===== src/rtl/ram_initiator.sv =====
// rtl/ram_initiator.sv - command-driven write/read/burst controller for the synchronous RAM
// Every RAM-side and response output is registered; cmd_ready/busy decode the state.
module ram_initiator #(
  parameter int MEM_WIDTH = 8,
  parameter int MEM_DEPTH = 256,
  parameter int ADDR_SIZE = $clog2(MEM_DEPTH),
  parameter int LEN_W     = 8
) (
  input  logic                 clk,
  input  logic                 rst,
  input  logic                 cmd_valid,
  output logic                 cmd_ready,
  input  logic [1:0]           cmd_op,
  input  logic [ADDR_SIZE-1:0] cmd_addr,
  input  logic [MEM_WIDTH-1:0] cmd_data,
  input  logic [LEN_W-1:0]     cmd_len,
  output logic                 rsp_valid,
  input  logic                 rsp_ready,
  output logic [MEM_WIDTH-1:0] rsp_data,
  output logic                 cmd_done,
  output logic                 busy,
  output logic [MEM_WIDTH-1:0] ram_din,
  output logic [ADDR_SIZE-1:0] ram_addr_wr,
  output logic [ADDR_SIZE-1:0] ram_addr_rd,
  output logic                 ram_wr_en,
  output logic                 ram_rd_en,
  input  logic [MEM_WIDTH-1:0] ram_dout
);

  typedef enum logic [2:0] {S_IDLE, S_WR, S_RD_ISSUE, S_RD_CAPT, S_RESP} state_t;

  localparam logic [1:0]           OP_WRITE  = 2'b00;
  localparam logic [1:0]           OP_FILL   = 2'b11;
  localparam logic [ADDR_SIZE-1:0] LAST_ADDR = ADDR_SIZE'(MEM_DEPTH - 1);
  localparam logic [LEN_W:0]       ONE_BEAT  = (LEN_W+1)'(1);

  state_t                 r_state, w_state_nxt;
  logic [ADDR_SIZE-1:0]   r_addr, w_addr_nxt;
  logic [MEM_WIDTH-1:0]   r_data, w_data_nxt;
  logic [LEN_W:0]         r_beats, w_beats_nxt;
  logic                   r_wr_en, w_wr_en_nxt;
  logic                   r_rd_en, w_rd_en_nxt;
  logic [ADDR_SIZE-1:0]   r_addr_wr, w_addr_wr_nxt;
  logic [ADDR_SIZE-1:0]   r_addr_rd, w_addr_rd_nxt;
  logic [MEM_WIDTH-1:0]   r_din, w_din_nxt;
  logic                   r_rsp_valid, w_rsp_valid_nxt;
  logic [MEM_WIDTH-1:0]   r_rsp_data, w_rsp_data_nxt;
  logic                   r_done, w_done_nxt;
  logic [ADDR_SIZE-1:0]   w_addr_inc;
  logic                   w_last_beat;

  // Explicit wrap so non-power-of-2 depths never address past the last word.
  assign w_addr_inc  = (r_addr == LAST_ADDR) ? '0 : r_addr + ADDR_SIZE'(1);
  assign w_last_beat = (r_beats == ONE_BEAT);

  always_ff @(posedge clk or posedge rst) begin
    if (rst) begin
      r_state     <= S_IDLE;
      r_addr      <= '0;
      r_data      <= '0;
      r_beats     <= '0;
      r_wr_en     <= 1'b0;
      r_rd_en     <= 1'b0;
      r_addr_wr   <= '0;
      r_addr_rd   <= '0;
      r_din       <= '0;
      r_rsp_valid <= 1'b0;
      r_rsp_data  <= '0;
      r_done      <= 1'b0;
    end else begin
      r_state     <= w_state_nxt;
      r_addr      <= w_addr_nxt;
      r_data      <= w_data_nxt;
      r_beats     <= w_beats_nxt;
      r_wr_en     <= w_wr_en_nxt;
      r_rd_en     <= w_rd_en_nxt;
      r_addr_wr   <= w_addr_wr_nxt;
      r_addr_rd   <= w_addr_rd_nxt;
      r_din       <= w_din_nxt;
      r_rsp_valid <= w_rsp_valid_nxt;
      r_rsp_data  <= w_rsp_data_nxt;
      r_done      <= w_done_nxt;
    end
  end

  always_comb begin
    w_state_nxt     = r_state;
    w_addr_nxt      = r_addr;
    w_data_nxt      = r_data;
    w_beats_nxt     = r_beats;
    w_wr_en_nxt     = 1'b0;
    w_rd_en_nxt     = 1'b0;
    w_addr_wr_nxt   = r_addr_wr;
    w_addr_rd_nxt   = r_addr_rd;
    w_din_nxt       = r_din;
    w_rsp_valid_nxt = r_rsp_valid;
    w_rsp_data_nxt  = r_rsp_data;
    w_done_nxt      = 1'b0;
    case (r_state)
      S_IDLE: begin
        if (cmd_valid) begin
          w_addr_nxt  = cmd_addr;
          w_data_nxt  = cmd_data;
          w_beats_nxt = cmd_op[1] ? ({1'b0, cmd_len} + ONE_BEAT) : ONE_BEAT;
          if (cmd_op == OP_WRITE || cmd_op == OP_FILL) begin
            w_state_nxt   = S_WR;
            w_wr_en_nxt   = 1'b1;
            w_addr_wr_nxt = cmd_addr;
            w_din_nxt     = cmd_data;
          end else begin
            w_state_nxt   = S_RD_ISSUE;
            w_rd_en_nxt   = 1'b1;
            w_addr_rd_nxt = cmd_addr;
          end
        end
      end
      S_WR: begin
        if (w_last_beat) begin
          w_state_nxt = S_IDLE;
          w_done_nxt  = 1'b1;
        end else begin
          w_beats_nxt   = r_beats - ONE_BEAT;
          w_addr_nxt    = w_addr_inc;
          w_addr_wr_nxt = w_addr_inc;
          w_din_nxt     = r_data;
          w_wr_en_nxt   = 1'b1;
        end
      end
      S_RD_ISSUE: w_state_nxt = S_RD_CAPT;
      S_RD_CAPT: begin
        w_rsp_data_nxt  = ram_dout;
        w_rsp_valid_nxt = 1'b1;
        w_state_nxt     = S_RESP;
      end
      S_RESP: begin
        if (rsp_ready) begin
          w_rsp_valid_nxt = 1'b0;
          if (w_last_beat) begin
            w_state_nxt = S_IDLE;
            w_done_nxt  = 1'b1;
          end else begin
            w_beats_nxt   = r_beats - ONE_BEAT;
            w_addr_nxt    = w_addr_inc;
            w_addr_rd_nxt = w_addr_inc;
            w_rd_en_nxt   = 1'b1;
            w_state_nxt   = S_RD_ISSUE;
          end
        end
      end
      default: w_state_nxt = S_IDLE;
    endcase
  end

  assign cmd_ready   = (r_state == S_IDLE);
  assign busy        = (r_state != S_IDLE);
  assign rsp_valid   = r_rsp_valid;
  assign rsp_data    = r_rsp_data;
  assign cmd_done    = r_done;
  assign ram_din     = r_din;
  assign ram_addr_wr = r_addr_wr;
  assign ram_addr_rd = r_addr_rd;
  assign ram_wr_en   = r_wr_en;
  assign ram_rd_en   = r_rd_en;

endmodule


===== config.mk =====
export PLATFORM = sky130hd
export DESIGN_NAME = ram_initiator
export DESIGN_NICKNAME = d
export VERILOG_FILES = /design/src/rtl/ram_initiator.sv
export SDC_FILE = /design/constraint.sdc
export NUM_CORES = 1
export LEC_CHECK = 0
export BUFFER_PORTS_ARGS = -buffer_cell sky130_fd_sc_hd__buf_4
export CAP_MARGIN = 20
export CORE_AREA = 2 2 93 95
export DETAILED_ROUTE_END_ITERATION = 6
export DIE_AREA = 0 0 95 97
export PLACE_DENSITY = 0.65
export SYNTH_ARGS = -nofsm -noshare
export SYNTH_HDL_FRONTEND = slang
export SYNTH_SLANG_ARGS = --single-unit

===== constraint.sdc =====
create_clock -name clk -period 3.2 [get_ports clk]
set_input_delay 0.32 -clock clk [delete_from_list [all_inputs] [get_ports clk]]
set_output_delay 0.32 -clock clk [all_outputs]
set_load 0.01 [all_outputs]

-- Word-level counts from Yosys, hierarchy flattened
Index checks and enable logic that the tools add are counted.
W data, S select, Z words.
- output and inout bits: 38
- bits in registers: 64
- input port bits: 38
- word-level logic and storage cells: 84
- eq/ne operators: 14
- $add $sub $neg: 3
- muxes and demuxes: 41
- reduce and logical (&&, ||, !) cells: 14
- operators by type and width (kind ; number):
    $mux W8 ; 13
    $pmux W8 S2 ; 3
    $mux W9 ; 4
    $pmux W9 S3 ; 1
    $pmux W8 S3 ; 1
    $pmux W3 S5 ; 1
    $ne A2 B2 Y1 const B ; 6
    $add A8 B1 Y9 const B ; 1
    $eq A9 B1 Y1 const B ; 1
    $mux W1 ; 9
    $mux W3 ; 3
    $sub A9 B1 Y9 const B ; 1
    $add A8 B1 Y8 const B ; 1
    $eq A8 B8 Y1 const B ; 1
    $pmux W1 S2 ; 4
    $eq A3 B2 Y1 const B ; 2
    $reduce_and A3 Y1 ; 2
    $reduce_bool A2 Y1 ; 3
    $reduce_bool A3 Y1 ; 2
    $reduce_and A5 Y1 ; 1
    $mux W2 ; 2
    $reduce_and A2 Y1 ; 2
    $reduce_and A4 Y1 ; 1
    $eq A3 B1 Y1 const B ; 1
    other kinds (6) ; 6

-- Logic depth before layout (Yosys ltp)
- word-level depth: 5
- gate-level depth with buffers: 8
- depth with buffers taken out: 6

-- Worst setup path before layout
Ideal clock, no wire load.
- path type: register to register
- start: reg r_beats[1]
- end: reg r_addr_wr[0] (netlist: ram_addr_wr[0])
- data required time: 3075 ps
- slack: 957 ps
- path buffers: 1
- period minus slack after synthesis: 2243 ps
- setup time: 125 ps
- cell stages (with the launch flop): 8
- arrival: 2118 ps
- cells stage by stage: dfrtp_1 -> inv_1 -> ha_1 -> or3b_4 -> or3_4 -> a22oi_4 -> buf_12 -> mux2_4
- longest elaborated chain between the ends: 3
- RTL lines (element ; RTL line ; source):
    start, declared ; 40 ; logic [LEN_W:0] r_beats, w_beats_nxt;
    start signal, assigned ; 74 ; r_beats <= w_beats_nxt;
    $eq A9 B1 Y1 ; 54 ; assign w_last_beat = (r_beats == ONE_BEAT);
    $ne A2 B2 Y1 (no source line) ; - ;
    $reduce_and A4 Y1 (no source line) ; - ;
    end signal, assigned ; 77 ; r_addr_wr <= w_addr_wr_nxt;
    end, declared ; 43 ; logic [ADDR_SIZE-1:0] r_addr_wr, w_addr_wr_nxt;
No other way between the ends.
A chain may end at the register's enable or synchronous reset.

-- Worst setup path after layout
- start: reg r_beats[1]
- end: reg r_din[7] (netlist: ram_din[7])
- longest elaborated chain between the ends: 3
- RTL lines (element ; RTL line ; source):
    $eq A9 B1 Y1 ; 54 ;
    $ne A2 B2 Y1 (no source line) ; - ;
    $reduce_and A4 Y1 (no source line) ; - ;
    end signal, assigned ; 79 ; r_din <= w_din_nxt;
    end, declared ; 45 ; logic [MEM_WIDTH-1:0] r_din, w_din_nxt;
No other way between the ends.

==> impl_metrics.json <==
{
  "first_iter_violations": 185,
  "wire_per_inst_um": 16.58,
  "seq_area_um2": 1602,
  "grt_antenna_before_repair": 0,
  "ys_seq_area_share_pct": 44.40,
  "rows": 33,
  "numCtsBuffers": 9,
  "drive_above_1_share_pct": 40.85,
  "route.detailed.drc": 0,
  "dp_hpwl_um": 6272,
  "tightest_slew_ns": 0.6465,
  "vias_per_cell": 5.670,
  "syn_inst": 340,
  "async_flop_share_pct": 100.0,
  "path_clk_slew_ns": 0.07,
  "die_y_um": 97,
  "cpMaxStageDelayCell": "dfrtp_1",
  "endpoint_kind": "flip-flop",
  "syn_nets": 382,
  "port_buffers": 75,
  "ys.flop_type": "dfrtp_1",
  "overflow": 0,
  "yosys_warnings": 0,
  "grt_max_degree": 51,
  "final_cell_area_um2": 4533,
  "grt_pass1_vias": 2976,
  "die_w_um": 95,
  "placed_cell_area_um2": 4307,
  "ios": 76,
  "grt_use_total_pct": 20.01,
  "path_cells": "inv_1, ha_1, or3b_4, or3_4, a22oi_4, buf_4, mux2_2",
  "multiInputGateArea_um2": 1849,
  "clockRootBuffer": "clkbuf_8",
  "clock_latency_ns": 0.34,
  "hold_class": "primary input to flip-flop",
  "relSlewSlack_pct": 56.57,
  "slew_viol_final": 0,
  "dr.pass1.iters": 5,
  "path_class": "flip-flop to flip-flop",
  "rrSetupSlack_ns": 0.80,
  "cts_hold_buffers": 0,
  "finalHoldViolCount": 0,
  "area_growth_pct": 25.67,
  "wl_um": 8805,
  "nets": 463,
  "gp_congestion": 0.8485,
  "coreArea_um2": 8134,
  "run_status": "completed",
  "synth_seq_cells": 64,
  "startpoint_type": "flip-flop",
  "cts_sinks": 64,
  "ctsResizeCount": 0,
  "p_leak_nw": 2.006,
  "drv_cap": 0,
  "setup_viol": 0,
  "worstPathBufferInverterCount": 2,
  "n_fill_cell": 715,
  "min_period_ns": 2.399,
  "critical-path-top-delay-family": "simple AND/OR/NAND/NOR gates",
  "skew_ns": 0.008541,
  "grt_pass1_wl_um": 14460,
  "synth_cell_types": 57,
  "tns_ns": 0,
  "syn_area_um2": 3607,
  "cts_max_level": 3,
  "cts_tree": "done",
  "postCtsSetupBuffers": 0,
  "drtAntennaViolNets": 0,
  "synth_edf_count": 0,
  "start_util_pct": 44.35,
  "cp_slowest_stage_delay_ns": 0.42,
  "n_antenna_cell": 0,
  "vias": 3011,
  "powerDensity_nw_per_um2": 1099,
  "die_area_um2": 9215,
  "rsz0062_at_grt": "no",
  "timing.fmax_ghz": 0.4169,
  "min_period_over_period_pct": 74.96,
  "cp_max_fo": 17,
  "cts_buffer_depth": 2,
  "cp.arrival_ns": 2.63,
  "cp_data_required_time_ns": 3.43,
  "ir_worst_vdd_mv": 0.4661,
  "avgSynthCellArea_um2": 10.61
}
-- sequential cells by signal, summed over array words and instances (netlist names) --
register / flops
ram_addr_rd: 8
ram_addr_wr: 8
rsp_valid: 1
r_addr: 8
rsp_data: 8
r_state: 3
ram_wr_en: 1
ram_rd_en: 1
r_beats: 9
ram_din: 8
cmd_done: 1
r_data: 8
-- placed cells by master, fill, tap and decap left out, types with 3 or more instances in the layout --
cell type / instances
and3_1: 3
clkbuf_8: 9
nand2_1: 9
nor2_1: 28
buf_4: 89
nand4_1: 3
or2_2: 4
a31oi_1: 7
nand3_1: 8
o22ai_1: 3
o31ai_1: 9
ha_1: 4
inv_1: 14
o32a_1: 7
nor3_1: 14
mux2_4: 7
mux2i_1: 4
xnor2_1: 5
mux2_2: 44
a21oi_1: 14
xor2_1: 3
dfrtp_1: 64
a211oi_1: 4
o21ai_0: 21
a22o_1: 3
-- Yosys cell counts, drive strengths merged (2+ instances only) --
master / number / area [um^2]
a211oi: 4 / 30.03
or3: 4 / 35.03
clkbuf: 12 / 45.04
nand4: 3 / 18.77
a21oi: 15 / 78.83
mux2: 51 / 600.6
a31oi: 7 / 43.79
nor2: 28 / 105.1
o31ai: 9 / 67.56
nor4: 3 / 33.78
or3b: 2 / 20.02
a211o: 2 / 17.52
inv: 15 / 56.30
nor3b: 3 / 32.53
nand2: 9 / 33.78
nand3: 8 / 40.04
xor2: 3 / 26.28
xnor2: 5 / 43.79
o22ai: 3 / 18.77
o21ai: 21 / 105.1
nor3: 14 / 70.07
dfrtp: 64 / 1602
o32a: 8 / 81.33
nor4b: 2 / 17.52
a22o: 3 / 26.28
o211ai: 2 / 15.01
ha: 4 / 50.05
buf: 9 / 61.31
and3: 3 / 18.77
or2: 6 / 37.54
mux2i: 4 / 40.04
-- worst paths after layout --
kind	start	endpoint	cells after the start
min in group asynchronous	rst	ram_addr_wr[2]	3
worst min-delay path	ram_dout[5]	rsp_data[5]	2
max in group asynchronous	rst	r_data[7]	5
worst min register to register	r_data[1]	r_data[1]	1
worst max-delay path	r_beats[1]	ram_din[7]	7
worst max register to register	r_beats[1]	ram_din[7]	7
-- where the power goes --
group / internal [mW] / switching [mW]
combinational: 1.41 / 1.34
clock: 0.359 / 0.328
sequential: 1.22 / 0.331
-- per-stage QoR --
| stage | total power [mW] | setup WS, ns | utilization [%] | std cells | hold slack (ns) |
|---|---|---|---|---|---|
| after global routing | 5.342 | 0.7111 | 55.73 | 531 | 0.1857 |
| after floorplan | 3.411 | 0.9570 | - | 340 | 0.4273 |
| final | 4.982 | 0.8012 | 55.73 | 531 | 0.2037 |
| after global placement | 4.241 | 0.8487 | 52.95 | 513 | 0.4833 |
| after detailed placement | 4.301 | 0.8011 | 52.95 | 513 | 0.4951 |
| after CTS | 5.006 | 0.7985 | 55.36 | 529 | 0.1874 |
-- layer usage --
| layer | up-vias | global-route usage, % | wire, um |
|---|---|---|---|
| met2 | 126 | 31.15 | 4150 |
| met3 | 7 | 5.841 | 651 |
| met1 | 1451 | 27.05 | 3923 |
| li1 | 1427 | - | - |
| met4 | 0 | 5.686 | 79 |
| met5 | - | 0 | 0 |
-- layout make-up --
cell class | count | area share (%)
Clock inverter | 7 | 1.601
Clock buffer | 9 | 2.733
Inverter | 15 | 1.242
Timing Repair Buffer | 91 | 15.40
Tap cell | 105 | 2.898
Multi-Input combinational cell | 240 | 40.79
Sequential cell | 64 | 35.33
-- kinds of logic (layout without fill, tap and decap cells) --
family / Yosys count / in the layout / synth area share, %
simple gates: 89 / 89 / 13.74
compound gates: 84 / 84 / 16.27
flops: 64 / 64 / 44.40
mux: 55 / 55 / 17.76
buf+inv: 36 / 122 / 4.509
xor+xnor: 8 / 8 / 1.942
fa+ha+maj: 4 / 4 / 1.387
Note: power is estimated with default switching activity, not from simulation.
